===== src/rtl/axi_gpio_irq_if.sv =====
// axi_gpio_irq_if: AXI4-Lite bus bundle for the GPIO peripheral.
// Write responses are always OKAY, so the bundle carries no resp signals.
interface axi_gpio_irq_if;
  logic [31:0] s_awaddr;
  logic        s_awvalid;
  logic        s_awready;
  logic [31:0] s_wdata;
  logic [3:0]  s_wstrb;
  logic        s_wvalid;
  logic        s_wready;
  logic        s_bvalid;
  logic        s_bready;
  logic [31:0] s_araddr;
  logic        s_arvalid;
  logic        s_arready;
  logic [31:0] s_rdata;
  logic        s_rvalid;
  logic        s_rready;

  modport slave (
    input  s_awaddr, s_awvalid, s_wdata, s_wstrb, s_wvalid, s_bready,
           s_araddr, s_arvalid, s_rready,
    output s_awready, s_wready, s_bvalid, s_arready, s_rdata, s_rvalid
  );

  modport master (
    output s_awaddr, s_awvalid, s_wdata, s_wstrb, s_wvalid, s_bready,
           s_araddr, s_arvalid, s_rready,
    input  s_awready, s_wready, s_bvalid, s_arready, s_rdata, s_rvalid
  );
endinterface


===== src/rtl/axi_gpio_irq.sv =====
// axi_gpio_irq: AXI4-Lite GPIO with direction, atomic set/clear, synchronised inputs and edge IRQs.
// Define GPIO_DEBOUNCE_EN to add a per-pin debounce filter after the synchroniser.
module axi_gpio_irq #(
  parameter int unsigned GPIO_WIDTH      = 16,
  parameter int unsigned SYNC_STAGES     = 2,
  parameter int unsigned DEBOUNCE_CYCLES = 4
) (
  input  logic                  clk,
  input  logic                  rst_n,
  axi_gpio_irq_if.slave         s_axi,
  input  logic [GPIO_WIDTH-1:0] gpio_in,
  output logic [GPIO_WIDTH-1:0] gpio_out,
  output logic [GPIO_WIDTH-1:0] gpio_oe,
  output logic                  irq
);

  typedef enum logic [2:0] {
    REG_DATA_IN    = 3'd0,
    REG_DATA_OUT   = 3'd1,
    REG_DIR        = 3'd2,
    REG_RISE_EN    = 3'd3,
    REG_FALL_EN    = 3'd4,
    REG_IRQ_STATUS = 3'd5,
    REG_OUT_SET    = 3'd6,
    REG_OUT_CLR    = 3'd7
  } reg_off_e;

  logic [GPIO_WIDTH-1:0] data_out, dir, rise_en, fall_en, irq_status;
  logic [GPIO_WIDTH-1:0] sync_q [SYNC_STAGES];
  logic [GPIO_WIDTH-1:0] sync_in, filt_in, prev_in, rise, fall;
  logic [GPIO_WIDTH-1:0] wmask, wbits, w1c_mask;
  logic [31:0]           strb_mask, rd_mux, rdata;
  logic                  bvalid, rvalid, wr_en, rd_en;
  reg_off_e              wr_off, rd_off;
  logic                  unused_bits;

  assign s_axi.s_awready = !bvalid;
  assign s_axi.s_wready  = !bvalid;
  assign s_axi.s_bvalid  = bvalid;
  assign s_axi.s_arready = !rvalid;
  assign s_axi.s_rvalid  = rvalid;
  assign s_axi.s_rdata   = rdata;

  assign wr_en  = s_axi.s_awvalid && s_axi.s_wvalid && !bvalid;
  assign rd_en  = s_axi.s_arvalid && !rvalid;
  assign wr_off = reg_off_e'(s_axi.s_awaddr[4:2]);
  assign rd_off = reg_off_e'(s_axi.s_araddr[4:2]);

  always_comb begin
    strb_mask = '0;
    for (int unsigned i = 0; i < 4; i++) begin
      strb_mask[8*i +: 8] = {8{s_axi.s_wstrb[i]}};
    end
  end

  assign wmask    = strb_mask[GPIO_WIDTH-1:0];
  assign wbits    = s_axi.s_wdata[GPIO_WIDTH-1:0] & wmask;
  assign w1c_mask = (wr_en && wr_off == REG_IRQ_STATUS) ? wbits : '0;

  assign unused_bits = ^{s_axi.s_awaddr[31:5], s_axi.s_awaddr[1:0],
                         s_axi.s_araddr[31:5], s_axi.s_araddr[1:0],
                         s_axi.s_wdata, strb_mask};

  always_ff @(posedge clk or negedge rst_n) begin
    if (!rst_n) begin
      data_out <= '0;
      dir      <= '0;
      rise_en  <= '0;
      fall_en  <= '0;
      bvalid   <= 1'b0;
    end else begin
      if (bvalid && s_axi.s_bready) begin
        bvalid <= 1'b0;
      end else if (wr_en) begin
        bvalid <= 1'b1;
      end
      if (wr_en) begin
        case (wr_off)
          REG_DATA_OUT: data_out <= (data_out & ~wmask) | wbits;
          REG_DIR:      dir      <= (dir & ~wmask) | wbits;
          REG_RISE_EN:  rise_en  <= (rise_en & ~wmask) | wbits;
          REG_FALL_EN:  fall_en  <= (fall_en & ~wmask) | wbits;
          REG_OUT_SET:  data_out <= data_out | wbits;
          REG_OUT_CLR:  data_out <= data_out & ~wbits;
          default: ;
        endcase
      end
    end
  end

  always_comb begin
    rd_mux = '0;
    case (rd_off)
      REG_DATA_IN:    rd_mux = 32'(filt_in);
      REG_DATA_OUT:   rd_mux = 32'(data_out);
      REG_DIR:        rd_mux = 32'(dir);
      REG_RISE_EN:    rd_mux = 32'(rise_en);
      REG_FALL_EN:    rd_mux = 32'(fall_en);
      REG_IRQ_STATUS: rd_mux = 32'(irq_status);
      default:        rd_mux = '0;
    endcase
  end

  always_ff @(posedge clk or negedge rst_n) begin
    if (!rst_n) begin
      rvalid <= 1'b0;
      rdata  <= '0;
    end else if (rd_en) begin
      rvalid <= 1'b1;
      rdata  <= rd_mux;
    end else if (rvalid && s_axi.s_rready) begin
      rvalid <= 1'b0;
    end
  end

  always_ff @(posedge clk or negedge rst_n) begin
    if (!rst_n) begin
      for (int unsigned i = 0; i < SYNC_STAGES; i++) begin
        sync_q[i] <= '0;
      end
      prev_in <= '0;
    end else begin
      sync_q[0] <= gpio_in;
      for (int unsigned i = 1; i < SYNC_STAGES; i++) begin
        sync_q[i] <= sync_q[i-1];
      end
      prev_in <= filt_in;
    end
  end

  assign sync_in = sync_q[SYNC_STAGES-1];

`ifdef GPIO_DEBOUNCE_EN
  localparam int unsigned CNT_W = $clog2(DEBOUNCE_CYCLES + 1);

  logic [CNT_W-1:0]      db_cnt [GPIO_WIDTH];
  logic [GPIO_WIDTH-1:0] filt_q;

  // Counter tracks consecutive cycles of disagreement; it never passes DEBOUNCE_CYCLES-1.
  always_ff @(posedge clk or negedge rst_n) begin
    if (!rst_n) begin
      filt_q <= '0;
      for (int unsigned i = 0; i < GPIO_WIDTH; i++) begin
        db_cnt[i] <= '0;
      end
    end else begin
      for (int unsigned i = 0; i < GPIO_WIDTH; i++) begin
        if (sync_in[i] == filt_q[i]) begin
          db_cnt[i] <= '0;
        end else if (db_cnt[i] == CNT_W'(DEBOUNCE_CYCLES - 1)) begin
          filt_q[i] <= sync_in[i];
          db_cnt[i] <= '0;
        end else begin
          db_cnt[i] <= db_cnt[i] + CNT_W'(1);
        end
      end
    end
  end

  assign filt_in = filt_q;
`else
  logic unused_cfg;
  assign unused_cfg = 1'(DEBOUNCE_CYCLES % 2);
  assign filt_in    = sync_in;
`endif

  assign rise = filt_in & ~prev_in;
  assign fall = ~filt_in & prev_in;

  // New edges are OR-ed in after the W1C clear, so a same-cycle edge wins.
  always_ff @(posedge clk or negedge rst_n) begin
    if (!rst_n) begin
      irq_status <= '0;
    end else begin
      irq_status <= (irq_status & ~w1c_mask) | (rise & rise_en) | (fall & fall_en);
    end
  end

  assign gpio_out = data_out;
  assign gpio_oe  = dir;
  assign irq      = |irq_status;

endmodule


===== src/flat_wrapper.sv =====
// flat-port wrapper written by rule: the top's interface ports become plain ports
module axi_gpio_irq_flat 
#(
  parameter int unsigned GPIO_WIDTH      = 16,
  parameter int unsigned SYNC_STAGES     = 2,
  parameter int unsigned DEBOUNCE_CYCLES = 4
)
  (clk, rst_n, gpio_in, gpio_out, gpio_oe, irq, s_axi_s_awaddr, s_axi_s_awvalid, s_axi_s_wdata, s_axi_s_wstrb, s_axi_s_wvalid, s_axi_s_bready, s_axi_s_araddr, s_axi_s_arvalid, s_axi_s_rready, s_axi_s_awready, s_axi_s_wready, s_axi_s_bvalid, s_axi_s_arready, s_axi_s_rdata, s_axi_s_rvalid);
  axi_gpio_irq_if s_axi_i ();
  input  logic clk;
  input  logic rst_n;
  input  logic [GPIO_WIDTH-1:0] gpio_in;
  output logic [GPIO_WIDTH-1:0] gpio_out;
  output logic [GPIO_WIDTH-1:0] gpio_oe;
  output logic irq;
  input wire logic [$bits(s_axi_i.s_awaddr)-1:0] s_axi_s_awaddr;
  input wire logic [$bits(s_axi_i.s_awvalid)-1:0] s_axi_s_awvalid;
  input wire logic [$bits(s_axi_i.s_wdata)-1:0] s_axi_s_wdata;
  input wire logic [$bits(s_axi_i.s_wstrb)-1:0] s_axi_s_wstrb;
  input wire logic [$bits(s_axi_i.s_wvalid)-1:0] s_axi_s_wvalid;
  input wire logic [$bits(s_axi_i.s_bready)-1:0] s_axi_s_bready;
  input wire logic [$bits(s_axi_i.s_araddr)-1:0] s_axi_s_araddr;
  input wire logic [$bits(s_axi_i.s_arvalid)-1:0] s_axi_s_arvalid;
  input wire logic [$bits(s_axi_i.s_rready)-1:0] s_axi_s_rready;
  output wire logic [$bits(s_axi_i.s_awready)-1:0] s_axi_s_awready;
  output wire logic [$bits(s_axi_i.s_wready)-1:0] s_axi_s_wready;
  output wire logic [$bits(s_axi_i.s_bvalid)-1:0] s_axi_s_bvalid;
  output wire logic [$bits(s_axi_i.s_arready)-1:0] s_axi_s_arready;
  output wire logic [$bits(s_axi_i.s_rdata)-1:0] s_axi_s_rdata;
  output wire logic [$bits(s_axi_i.s_rvalid)-1:0] s_axi_s_rvalid;
  assign s_axi_i.s_awaddr = s_axi_s_awaddr;
  assign s_axi_i.s_awvalid = s_axi_s_awvalid;
  assign s_axi_i.s_wdata = s_axi_s_wdata;
  assign s_axi_i.s_wstrb = s_axi_s_wstrb;
  assign s_axi_i.s_wvalid = s_axi_s_wvalid;
  assign s_axi_i.s_bready = s_axi_s_bready;
  assign s_axi_i.s_araddr = s_axi_s_araddr;
  assign s_axi_i.s_arvalid = s_axi_s_arvalid;
  assign s_axi_i.s_rready = s_axi_s_rready;
  assign s_axi_s_awready = s_axi_i.s_awready;
  assign s_axi_s_wready = s_axi_i.s_wready;
  assign s_axi_s_bvalid = s_axi_i.s_bvalid;
  assign s_axi_s_arready = s_axi_i.s_arready;
  assign s_axi_s_rdata = s_axi_i.s_rdata;
  assign s_axi_s_rvalid = s_axi_i.s_rvalid;
  axi_gpio_irq #(.GPIO_WIDTH(GPIO_WIDTH), .SYNC_STAGES(SYNC_STAGES), .DEBOUNCE_CYCLES(DEBOUNCE_CYCLES)) u_core (.clk(clk), .rst_n(rst_n), .s_axi(s_axi_i), .gpio_in(gpio_in), .gpio_out(gpio_out), .gpio_oe(gpio_oe), .irq(irq));
endmodule

===== config.mk =====
export PLATFORM = sky130hd
export DESIGN_NAME = axi_gpio_irq_flat
export DESIGN_NICKNAME = d
export VERILOG_FILES = /design/src/rtl/axi_gpio_irq_if.sv /design/src/rtl/axi_gpio_irq.sv /design/src/flat_wrapper.sv
export SDC_FILE = /design/constraint.sdc
export NUM_CORES = 1
export LEC_CHECK = 0
export ABC_AREA = 1
export CAP_MARGIN = 20
export CORE_MARGIN = 1.5
export CORE_UTILIZATION = 48
export CTS_CLUSTER_DIAMETER = 50
export DETAILED_ROUTE_END_ITERATION = 8
export HOLD_SLACK_MARGIN = 0.1
export PLACE_DENSITY = 0.84
export SETUP_SLACK_MARGIN = 0.1
export SKIP_LAST_GASP = 1
export SLEW_MARGIN = 20
export SYNTH_ARGS = -nofsm -noshare
export SYNTH_HDL_FRONTEND = slang
export SYNTH_SLANG_ARGS = --single-unit

===== constraint.sdc =====
create_clock -name clk -period 1.8 [get_ports clk]
set_clock_uncertainty 0.05 [all_clocks]
set_input_delay 0.36 -clock clk [delete_from_list [all_inputs] [get_ports clk]]
set_output_delay 0.36 -clock clk [all_outputs]
set_load 0.02 [all_outputs]

==> summary.md <==
| Metric | Value |
|---|---|
| Status | finished with violations |
| Failing checks | negative setup slack |
| Worst setup EP type | output port |
| Final worst path period share | 107% |
| Share of layout cells above drive strength 1 | 12.1% |
| Final GP Congestion | 0.887 |
| Highest clock rate | 520 MHz |
| Drt drc | 0 |
| CP max stage delay | 400 ps |
| Register bit count reported by yosys | about 150 |
| CP Max Fanout | 2 |
| Final Hold Fails | 0 |
| Pwr Density | 1100 nW/µm² |
| Synth Cell Area | between 6000 and 7000 µm² |
| Hold Crit Class | reg2reg |
| Die H | ~120 µm |
| Nets | between 1000 and 1500 |
| Most common cell after layout, fill and taps aside | nand2_1 |
| Max H-tree Level | 4 |
| Seq/Total Area, Yosys | 54.0% |
| Critical Path RT | 1390 ps |
| Grt peak-use layer | met2 |
| Antenna Violating Nets Remaining | 0 |
| Clock Path Buffers | 2 |
| Via count of the first global-routing pass | 5768 |
| Starting Density | just under 50% |
| Synth-to-layout area growth | 31.0% |
| Max cap viols | 0 |
| CTS tree | yes |
| Critical Path AT | 1510 ps |
| Die area | about 15000 µm² |
| Max Slew Vio Count | 0 |
| Via count | around 6300 |
| Number of DRC markers in iteration 0 | about 960 |
| Antenna violations before repair | 0 |
| Syn Inst Count | ~810 |
| Clk slew on worst S/H paths | about 60 ps |
| Post-synthesis cell type count | 25 |
| Pre-CTS setup slack | -146 ps |
| Congestion Overflow GR | 0 |
| Utilization after layout | between 60% and 70% |
| Crit start category | flip-flop |
| Clk sinks | between 100 and 150 |
| Crit-path leading delay family | simple AND/OR/NAND/NOR gates |
| Syn Area/Cell | a little over 8 µm² |
| Slowest cell on crit path | dfrtp_1 |
| Synth warn | 0 |
| Antenna cells | 0 |
| GR Layer Usage met1 | between 30% and 40% |
| Vias per cell | 5.53 |
| Met2 usage | approximately two fifths |
| Io pins | 193 |
| Post-DP Area | a little over 8000 µm² |
| Most frequent cells in the layout | nand2_1, dfrtp_1, inv_1 |
| Worst skew pair latency | ~430 ps |
| Final setup fails | 1 |
| WS Path Type | reg2out |
| Fin area | about 9000 µm² |
| IO buf count | 100 |
| Crit path cell chain | nor2_1 > nand4_1 > nand3b_1 > buf_6 |
| Final wirelength | 18600 µm |
| Final Worst Setup Slack | -124 ps |
| First-pass GRT wire length | around 30000 µm |
| GR met3 Demand/Resource | between 6 and 7% |
| Leak pwr | 4.45 nW |
| Inserted Clock Buffers | 17 |
| Core Rows | 43 |
| Sum Neg Setup Slack | -124 ps |
| CP Buf/Inv Count | 1 |
| GR Util All Layers | between 20% and 30% |
| Hold_ws | a little under 300 ps |
| R2R Setup Slk | 350 ps |
| Die Width | between 100 and 150 µm |
| Wirelength per Cell | approximately 16 µm |
| HPWL Detailed | approximately 13000 µm |
| Core area | ~14000 µm² |
| Minimum clock period | 1920 ps |
| Drt first pass iters | 7 |
| Clk root buf | clkbuf_16 |
| Largest net degree at the start of global routing | between 40 and 50 |
| Unrepaired setup endpoints after global routing | yes |
| Peak VDD IR | between 0.6 and 0.7 mV |
through the flow:
step	total power, mW	instances
floorplan	5.19	829
global placement	6.21	1099
detailed placement	6.28	1099
CTS	9.81	1130
global route	10.2	1131
finish	9.79	1131
logic make-up (layout without fill, tap and decap cells):
| family | Yosys count | count (layout) | synth area share (%) |
|---|---|---|---|
| simple gates | 442 | 442 | 29.3 |
| buf+inv | 139 | 261 | 9.35 |
| compound gates | 86 | 86 | 7.32 |
| flops | 146 | 146 | 54.0 |
| other cells | 1 | 16 | 0.0554 |
layout make-up:
cell class / count / area [µm²]
Clock buffer: 20 / 467
Sequential cell: 146 / 3650
Fill cell: 1112 / 4960
Clock inverter: 10 / 158
Timing Repair Buffer: 153 / 1530
Multi-Input combinational cell: 544 / 2540
Inverter: 78 / 293
Tap cell: 180 / 225
power breakdown:
group          leakage, nW  switching (mW)  internal, mW
Clock                0.300            1.31          2.40
Combinational         2.39            1.17         0.756
Sequential            1.76           0.385          3.76
metal layers:
layer / part of all wire, % / vias to the layer above
li1: - / 2886
met2: 46 / 369
met3: 9.9 / 50
met4: 3.0 / 0
met5: 0 / -
met1: 41 / 2950
cell usage after synthesis, drive strengths merged:
master  number  area, µm²
nand4       65        413
nand2      215        812
clkbuf      12       45.0
a21oi       16       80.1
o21ai       69        409
nor4         2       12.5
a31oi        1       6.26
dfrtp      146       3650
inv         78        293
nand3b       1       7.51
nor2        77        297
nor3         2       20.0
buf         49        295
conb         1       3.75
nand3       80        420
path summary, 6_finish.rpt:
| kind | start | endpoint | cells past startpoint |
|---|---|---|---|
| min in group asynchronous | rst_n | u_core.sync_q[20] | 2 |
| worst max register to register | u_core.s_axi.s_bvalid | u_core.gpio_out[11] | 6 |
| worst max-delay path | u_core.irq_status[1] | irq | 4 |
| worst min register to register | u_core.sync_q[18] | u_core.filt_in[2] | 0 |
| max in group asynchronous | rst_n | u_core.gpio_out[8] | 3 |
| worst min-delay path | u_core.sync_q[18] | u_core.filt_in[2] | 0 |
repair_timing:
item | in CTS | in global routing
hold buffers | 1 | 0
pin swaps | 0 | 1
gates resized for setup | 57 | 5
buffers inserted | 0 | 1
endpoints found under the hold margin | 40 | 0
endpoints found under the setup margin | 54 | 3
Note: power is estimated with default switching activity, not from simulation.
